$ cat src/rtl/pf_clock_gen_multi.sv
// Multi-channel DDS clock-enable generator.
// Each channel adds its programmable increment into a phase accumulator; the accumulator carry
// becomes a one-cycle clock-enable pulse. A shared lock sequencer holds every channel idle for
// LOCK_CYCLES after reset or any increment write. Each channel then keeps its downstream reset
// asserted until it has produced RST_PULSES enable pulses.
module pf_clock_gen_multi #(
  parameter int unsigned      NUM_CH      = 4,
  parameter int unsigned      ACC_W       = 24,
  parameter int unsigned      LOCK_CYCLES = 256,
  parameter int unsigned      RST_PULSES  = 16,
  parameter logic [ACC_W-1:0] DEFAULT_INC = {2'b01, {(ACC_W - 2){1'b0}}},
  localparam int unsigned     CH_W        = (NUM_CH > 1) ? $clog2(NUM_CH) : 1
) (
  input  logic              i_clk,
  input  logic              i_rst,
  input  logic              i_cfg_we,
  input  logic [CH_W-1:0]   i_cfg_ch,
  input  logic [ACC_W-1:0]  i_cfg_inc,
  input  logic [NUM_CH-1:0] i_ch_en,
  output logic [NUM_CH-1:0] o_ce,
  output logic [NUM_CH-1:0] o_rst,
  output logic              o_lock
);

  localparam int unsigned LCW = $clog2(LOCK_CYCLES);
  localparam int unsigned PCW = $clog2(RST_PULSES + 1);

  localparam logic [CH_W:0]    NumChV    = (CH_W + 1)'(NUM_CH);
  localparam logic [LCW-1:0]   LockLast  = LCW'(LOCK_CYCLES - 1);
  localparam logic [PCW-1:0]   PulseDone = PCW'(RST_PULSES);

  typedef enum logic [0:0] {StLocking, StLocked} state_e;

  state_e                       state_q;
  logic   [LCW-1:0]             lock_cnt_q;
  logic                         lock_q;
  logic   [NUM_CH-1:0][ACC_W-1:0] inc_q;
  logic   [NUM_CH-1:0][ACC_W-1:0] acc_q;
  logic   [NUM_CH-1:0][ACC_W:0]   sum;
  logic   [NUM_CH-1:0][PCW-1:0]   pcnt_q;
  logic   [NUM_CH-1:0]          ce_q;
  logic   [NUM_CH-1:0]          rst_q;
  logic                         cfg_hit;

  // Writes to a channel index that does not exist are dropped and must not relock.
  always_comb begin
    cfg_hit = i_cfg_we && ({1'b0, i_cfg_ch} < NumChV);
  end

  // One extra bit per channel so the carry out of the accumulator is the enable pulse.
  always_comb begin
    sum = '0;
    for (int c = 0; c < NUM_CH; c++) begin
      sum[c] = {1'b0, acc_q[c]} + {1'b0, inc_q[c]};
    end
  end

  // Lock sequencer and increment registers; any valid write restarts the lock count.
  always_ff @(posedge i_clk) begin
    if (i_rst) begin
      state_q    <= StLocking;
      lock_cnt_q <= '0;
      lock_q     <= 1'b0;
      for (int c = 0; c < NUM_CH; c++) begin
        inc_q[c] <= DEFAULT_INC;
      end
    end else if (cfg_hit) begin
      state_q    <= StLocking;
      lock_cnt_q <= '0;
      lock_q     <= 1'b0;
      for (int c = 0; c < NUM_CH; c++) begin
        if (i_cfg_ch == CH_W'(c)) begin
          inc_q[c] <= i_cfg_inc;
        end
      end
    end else begin
      unique case (state_q)
        StLocking: begin
          if (lock_cnt_q == LockLast) begin
            state_q <= StLocked;
            lock_q  <= 1'b1;
          end else begin
            lock_cnt_q <= lock_cnt_q + LCW'(1);
          end
        end
        StLocked: begin
          lock_q <= 1'b1;
        end
        default: begin
          state_q <= StLocking;
          lock_q  <= 1'b0;
        end
      endcase
    end
  end

  // Per-channel accumulator, enable pulse, pulse counter and downstream reset release.
  always_ff @(posedge i_clk) begin
    if (i_rst) begin
      acc_q  <= '0;
      ce_q   <= '0;
      rst_q  <= '1;
      pcnt_q <= '0;
    end else begin
      for (int c = 0; c < NUM_CH; c++) begin
        if (cfg_hit || (state_q != StLocked) || !i_ch_en[c]) begin
          acc_q[c]  <= '0;
          ce_q[c]   <= 1'b0;
          rst_q[c]  <= 1'b1;
          pcnt_q[c] <= '0;
        end else begin
          acc_q[c] <= sum[c][ACC_W-1:0];
          ce_q[c]  <= sum[c][ACC_W];
          // Counter looks at the registered pulse, so it lags o_ce by one cycle.
          if (ce_q[c] && (pcnt_q[c] < PulseDone)) begin
            pcnt_q[c] <= pcnt_q[c] + PCW'(1);
          end
          if (pcnt_q[c] == PulseDone) begin
            rst_q[c] <= 1'b0;
          end
        end
      end
    end
  end

  assign o_ce   = ce_q;
  assign o_rst  = rst_q;
  assign o_lock = lock_q;

endmodule

$ cat config.mk
export PLATFORM = sky130hd
export DESIGN_NAME = pf_clock_gen_multi
export DESIGN_NICKNAME = d
export VERILOG_FILES = /design/src/rtl/pf_clock_gen_multi.sv
export SDC_FILE = /design/constraint.sdc
export NUM_CORES = 1
export LEC_CHECK = 0
export ABC_AREA = 1
export CAP_MARGIN = 20
export CELL_PAD_IN_SITES_DETAIL_PLACEMENT = 2
export CELL_PAD_IN_SITES_GLOBAL_PLACEMENT = 2
export CORE_MARGIN = 2
export CORE_UTILIZATION = 35
export CTS_BUF_LIST = sky130_fd_sc_hd__clkbuf_8
export DETAILED_ROUTE_END_ITERATION = 8
export MAX_ROUTING_LAYER = met4
export PLACE_DENSITY = 0.92
export SYNTH_ARGS = -nofsm -noshare
export SYNTH_HDL_FRONTEND = slang
export SYNTH_SLANG_ARGS = --single-unit
$ cat constraint.sdc
create_clock -name i_clk -period 2.5 [get_ports i_clk]
set_input_delay 0.5 -clock i_clk [delete_from_list [all_inputs] [get_ports i_clk]]
set_output_delay 0.5 -clock i_clk [all_outputs]
set_load 0.03 [all_outputs]
* After elaboration in Yosys (flattened, before gate mapping) *
Index checks and enable logic that the tools add are counted.

storage, ports and cells
  flip-flop bits (word level) = 230
  input port bits = 33
  output and inout port bits = 9
  logic and storage cells = 75

cells by class
  add/subtract/negate cells = 9
  $lt $le $gt $ge = 4
  equality and inequality tests = 9
  multiplexer cells = 4
  bitwise logic cells = 2
  reductions and logical operators = 24

operators with widths
  kind                                                              number
  24-bit by 24-bit adder with 25-bit output                         4
  5-bit by 1-bit adder with 5-bit output (second input constant)    4
  5-bit == test (second input constant)                             4
  5-bit less-than comparator (second input constant)                4
  2-bit AND reduction                                               5
  2-bit OR reduction                                                5
  8-bit by 1-bit adder with 8-bit output (second input constant)    1
  8-bit == test (second input constant)                             1
  1-bit logical OR                                                  5
  2-bit == test (second input constant)                             2
  1-bit logical AND                                                 4
  1-bit zero test                                                   4
  1-bit two-way mux                                                 3
  2-bit by 1-bit == test with 1-bit output (second input constant)  1
  2-bit zero test                                                   1
  2-bit != test (second input constant)                             1
  1-bit inverter                                                    2
  1-bit case mux with 2 select lines                                1

* Depth between registers and ports, before layout *
Gate-level depths: netlist (run 1).

  depth in word-level cells = 4
  depth in mapped cells = 13
  gate-level depth less buffers = 13

* Worst setup path before layout (run 1) *
Ideal clock, no wire load.

  kind = reg-to-reg
  start = reg inc_q[72] (netlist name)
  end = reg ce_q[3] (netlist: o_ce[3])
  setup time = 109 ps
  arrival = 1617 ps
  required time = 2391 ps
  setup slack = 774 ps
  stages on the path, launching flop included = 13
  path buffers = 0
  period minus slack after synthesis = 1726 ps
  path through = dfxtp_1 -> ha_1 -> fa_1 -> nand3_1 -> nand3_1 -> nand2_1 -> nand2_1 -> nand2_1 -> nand2_1 -> nand2_1 -> nand2_1 -> nand2_1 -> inv_1

on the way
  cells in the longest elaborated chain, start to end = 1

ends and longest elaborated chain
  element                                    RTL line  RTL
  start, declared                            37        logic [NUM_CH-1:0][ACC_W-1:0] inc_q;
  start signal, assigned by index            73        inc_q[c] <= i_cfg_inc;
  24-bit by 24-bit adder with 25-bit output  54        sum[c] = {1'b0, acc_q[c]} + {1'b0, inc_q[c]};
  end signal, assigned by index              113       ce_q[c] <= sum[c][ACC_W];
  end, declared                              41        logic [NUM_CH-1:0] ce_q;

No other way between the ends.
A chain may end at the register's enable or synchronous reset.

* Worst setup path after layout (run 1) *
  start = reg inc_q[72] (netlist name)
  end = reg acc_q[84] (netlist name)

on the way
  cells in the longest elaborated chain, start to end = 1

ends and longest elaborated chain
  element                                    RTL line  RTL
  24-bit by 24-bit adder with 25-bit output  54
  end signal, assigned by index              112       acc_q[c] <= sum[c][ACC_W-1:0];
  end, declared                              38        logic [NUM_CH-1:0][ACC_W-1:0] acc_q;

No other way between the ends.

==> flow_summary.toml, run 1 <==
[outcome]
outcome = "finished, final reports clean"

[pwr]
seq_power_share = 0.454
vdd_ir_drop_max_v = 0.0003644
swShare = 0.2930
report.power.total_mw = 8.425
combinational_fraction_of_design_power = 0.067
switching_power_mw = 2.469
leakagePower_nw = 8.640
clock_share_of_power = 0.479
powerDensity_nw_per_um2 = 522.1
power.internal_mw = 5.956

[floorplanning]
dieArea_um2 = 42240
floorplan.initialDensity = 0.3561
core_um2 = 39910
placement_rows = 73
die_height_um = 205.5
die_x_um = 205.5
top_level_ports = 42

[global_routing]
grt_start_max_net_pins = 47
via_count_of_the_first_global_routing_pass = 17940
global_route_total_usage_across_every_layer = 0.3154
grt_antenna_before_repair = 0
grt_first_pass_wirelength_um = 99600
globalRouteOverflowTotal = 0

[detailed_routing]
drt_first_pass_iters = 5
routed_wirelength_um = 64360
initial_detailed_routing_violation_count = 770
num_vias = 15570
final_antenna_net_count = 0
drc_errors = 0
detail_route.wl_per_cell_um = 21.82
viasPerCell = 5.281

[worst_setup_path]
ff2ff_setup_slack_ns = 0.14
setup.worst_path.start_class = "flop"
worst-endpoint-arrival_ns = 2.91
endpoint = "acc_q[84]"
crit-reg2reg-launch = "inc_q[72]"
r2r-end = "acc_q[84]"
r2r.worst_path.cells = 11
cp_data_required_time_ns = 3.05
path_class = "reg -> reg"
critical_path.startpoint = "inc_q[72]"
critPathCaptureType = "flop"
cp_max_fanout = 4

[timing]
slew-limit-headroom = 0.4304
setup_repair_after_global_routing_missed_its_margin = "no"
final_min_period_over_clock_period = 0.9451
worst_margin_pin_slew_ns = 0.8534
final.min_clock_period_ns = 2.363
fmaxAchievable_mhz = 423.2
slew_violations = 0
worst_clock_skew_ns = 0.04871
finalHoldViolations = 0
report.final.setup_viol = 0

[job]
drv.max_cap_violation_count = 0

[synthesis]
syn_area_per_cell_um2 = 6.119
synthesis.yosys.warnings = 0
yosysSeqAreaShare = 0.3239
post_synth_num_cell_types = 31
ys_seq_elements = 230
syn_std_cell_area_um2 = 14210
synth.net_count = 2465
synth.top_cells.by_area = "dfxtp_1 (32%), nand2_1 (18%), nor2_1 (11%)"
postSynthCellCount = 2323
netlist.area_leader.share = 0.3239
synth.largest_area_cell = "dfxtp_1"

[finish]
final_layout_size_suffix_gt1_frac = 0.03960
finish.net_count = 2535
post_layout_nonfiller_instances = 2949
antennaDiodeCount = 0
area_growth_pct = 13.51

[clock_tree]
tritoncts = "yes"
cts_root_buf = "clkbuf_8"
cts_made_buffers = 45
buffers_inserted_during_post_cts_setup_optimization = 0
htree_levels = 2
numClockSinks = 230
cts.hold.buffers_added = 0
worstSkewPairLatency_ns = 0.65
post_cts.resized_instances = 0
buffer_levels_on_the_longest_clock_path = 3
clk_transition_reported_paths_ns = 0.07

[placed_design]
dp_cells = 2871
dpl.hpwl_um = 45920
gpl.final_weighted_congestion = 0.8675
port_buffers = 41

[hold_path]
worst_min_delay_path_category = "reg -> reg"
-- synth_stat cells --
library cell and count:
inv_2 8, buf_2 4, nand3b_1 8, buf_4 7, xnor2_1 1, nor3b_1 5, clkbuf_2 2, inv_1 386
xor2_1 5, o21ai_0 127, buf_6 1, fa_1 4, o31ai_1 2, a21boi_0 3, nor2_8 1, nor3_1 25
a21oi_1 107, nor2_4 1, and2_1 3, nand2_4 4, nor2_1 418, clkbuf_1 20, o21ai_1 21, nand4_1 22
o21a_1 3, nand3_1 98, nor3_4 2, nand2_1 698, or2_2 2, dfxtp_1 230, ha_1 105
-- critical path, stage by stage (launching register included) --
cell and delay, ns:
dfxtp_1 0.32, ha_1 0.27, fa_1 0.48, nand3_1 0.12, nand3_1 0.18, nand2_1 0.11
nand2_1 0.16, nand2_1 0.11, nand2_1 0.12, nand2_1 0.11, nand2_1 0.06, nor2_1 0.22
-- sequential cells by signal (all words and copies together) (netlist names) --
signal,flops
o_lock,1
inc_q,96
state_q,1
o_rst,4
acc_q,96
o_ce,4
lock_cnt_q,8
pcnt_q,20
-- layout by cell type (no fill, tap or decap), drive strengths merged, types with 16 or more instances in the layout --
| cell type | instances |
|---|---|
| a21oi | 107 |
| buf | 16 |
| clkbuf | 50 |
| clkdlybuf4s50 | 41 |
| dfxtp | 230 |
| ha | 105 |
| inv | 414 |
| nand2 | 702 |
| nand3 | 98 |
| nand4 | 22 |
| nor2 | 420 |
| nor3 | 27 |
| o21ai | 148 |
-- final cells by class --
type | instances | area (um^2)
clock buffers | 50 | 688.2
clock inverters | 28 | 170.2
fillers | 5000 | 23780
inverters | 394 | 1479
multi-input cells | 1665 | 7969
flip-flops and latches | 230 | 4604
well taps | 525 | 656.9
repair buffers | 57 | 568.0
-- layer usage --
metal,track usage,vias up,wire length [um]
li1,-,7307,-
met2,0.5792,363,33220
met4,0.1652,0,3477
met3,0.04973,222,2432
met1,0.3220,7681,25230
met5,-,-,0
-- power groups by stage --
stage | logic, mW | clock network [mW] | registers, mW
CTS | 0.553 | 4.10 | 3.83
global placement | 0.475 | 0 | 3.89
finish | 0.562 | 4.04 | 3.83
detailed placement | 0.527 | 0 | 3.90
global route | 0.607 | 4.22 | 3.83
floorplan | 0.295 | 0 | 3.86
-- how the worst min path moves through the flow --
stage	slack, ns	cells past startpoint	start	end
after floorplan	0.44	2	inc_q[22]	inc_q[22]
after global placement	0.46	2	o_rst[0]	o_rst[0]
after detailed placement	0.48	2	o_rst[2]	o_rst[2]
after CTS	0.49	2	o_rst[2]	o_rst[2]
after global routing	0.51	2	o_rst[3]	o_rst[3]
final	0.49	2	o_rst[3]	o_rst[3]
-- per-stage QoR --
stage	worst slack, ns	cell area, um^2	hold WS [ns]	TNS, ns	utilization
after floorplan	0.7745	14210	0.4354	0	-
after global placement	0.1891	15270	0.4578	0	0.3826
after detailed placement	-0.003105	15270	0.4777	-0.003105	0.3826
after CTS	0.08671	16130	0.4916	0	0.4041
after global routing	0.03053	16140	0.5149	0	0.4043
final	0.1373	16140	0.4905	0	0.4043
-- kinds of logic after synthesis --
group           after synthesis  synth area share
compound gates              263           0.09400
xor+xnor                      6          0.003697
fa+ha+maj                   109           0.09805
buf+inv                     428            0.1159
flops                       230            0.3239
simple gates               1287            0.3644
Note: power is estimated with default switching activity, not from simulation.
==> inputs of run 2 (changes only) <==
SLEW_MARGIN = 20   (was not set)
==> results of run 2 <==
Same layout as run 1: the final DEF is identical, and so are final timing and power.
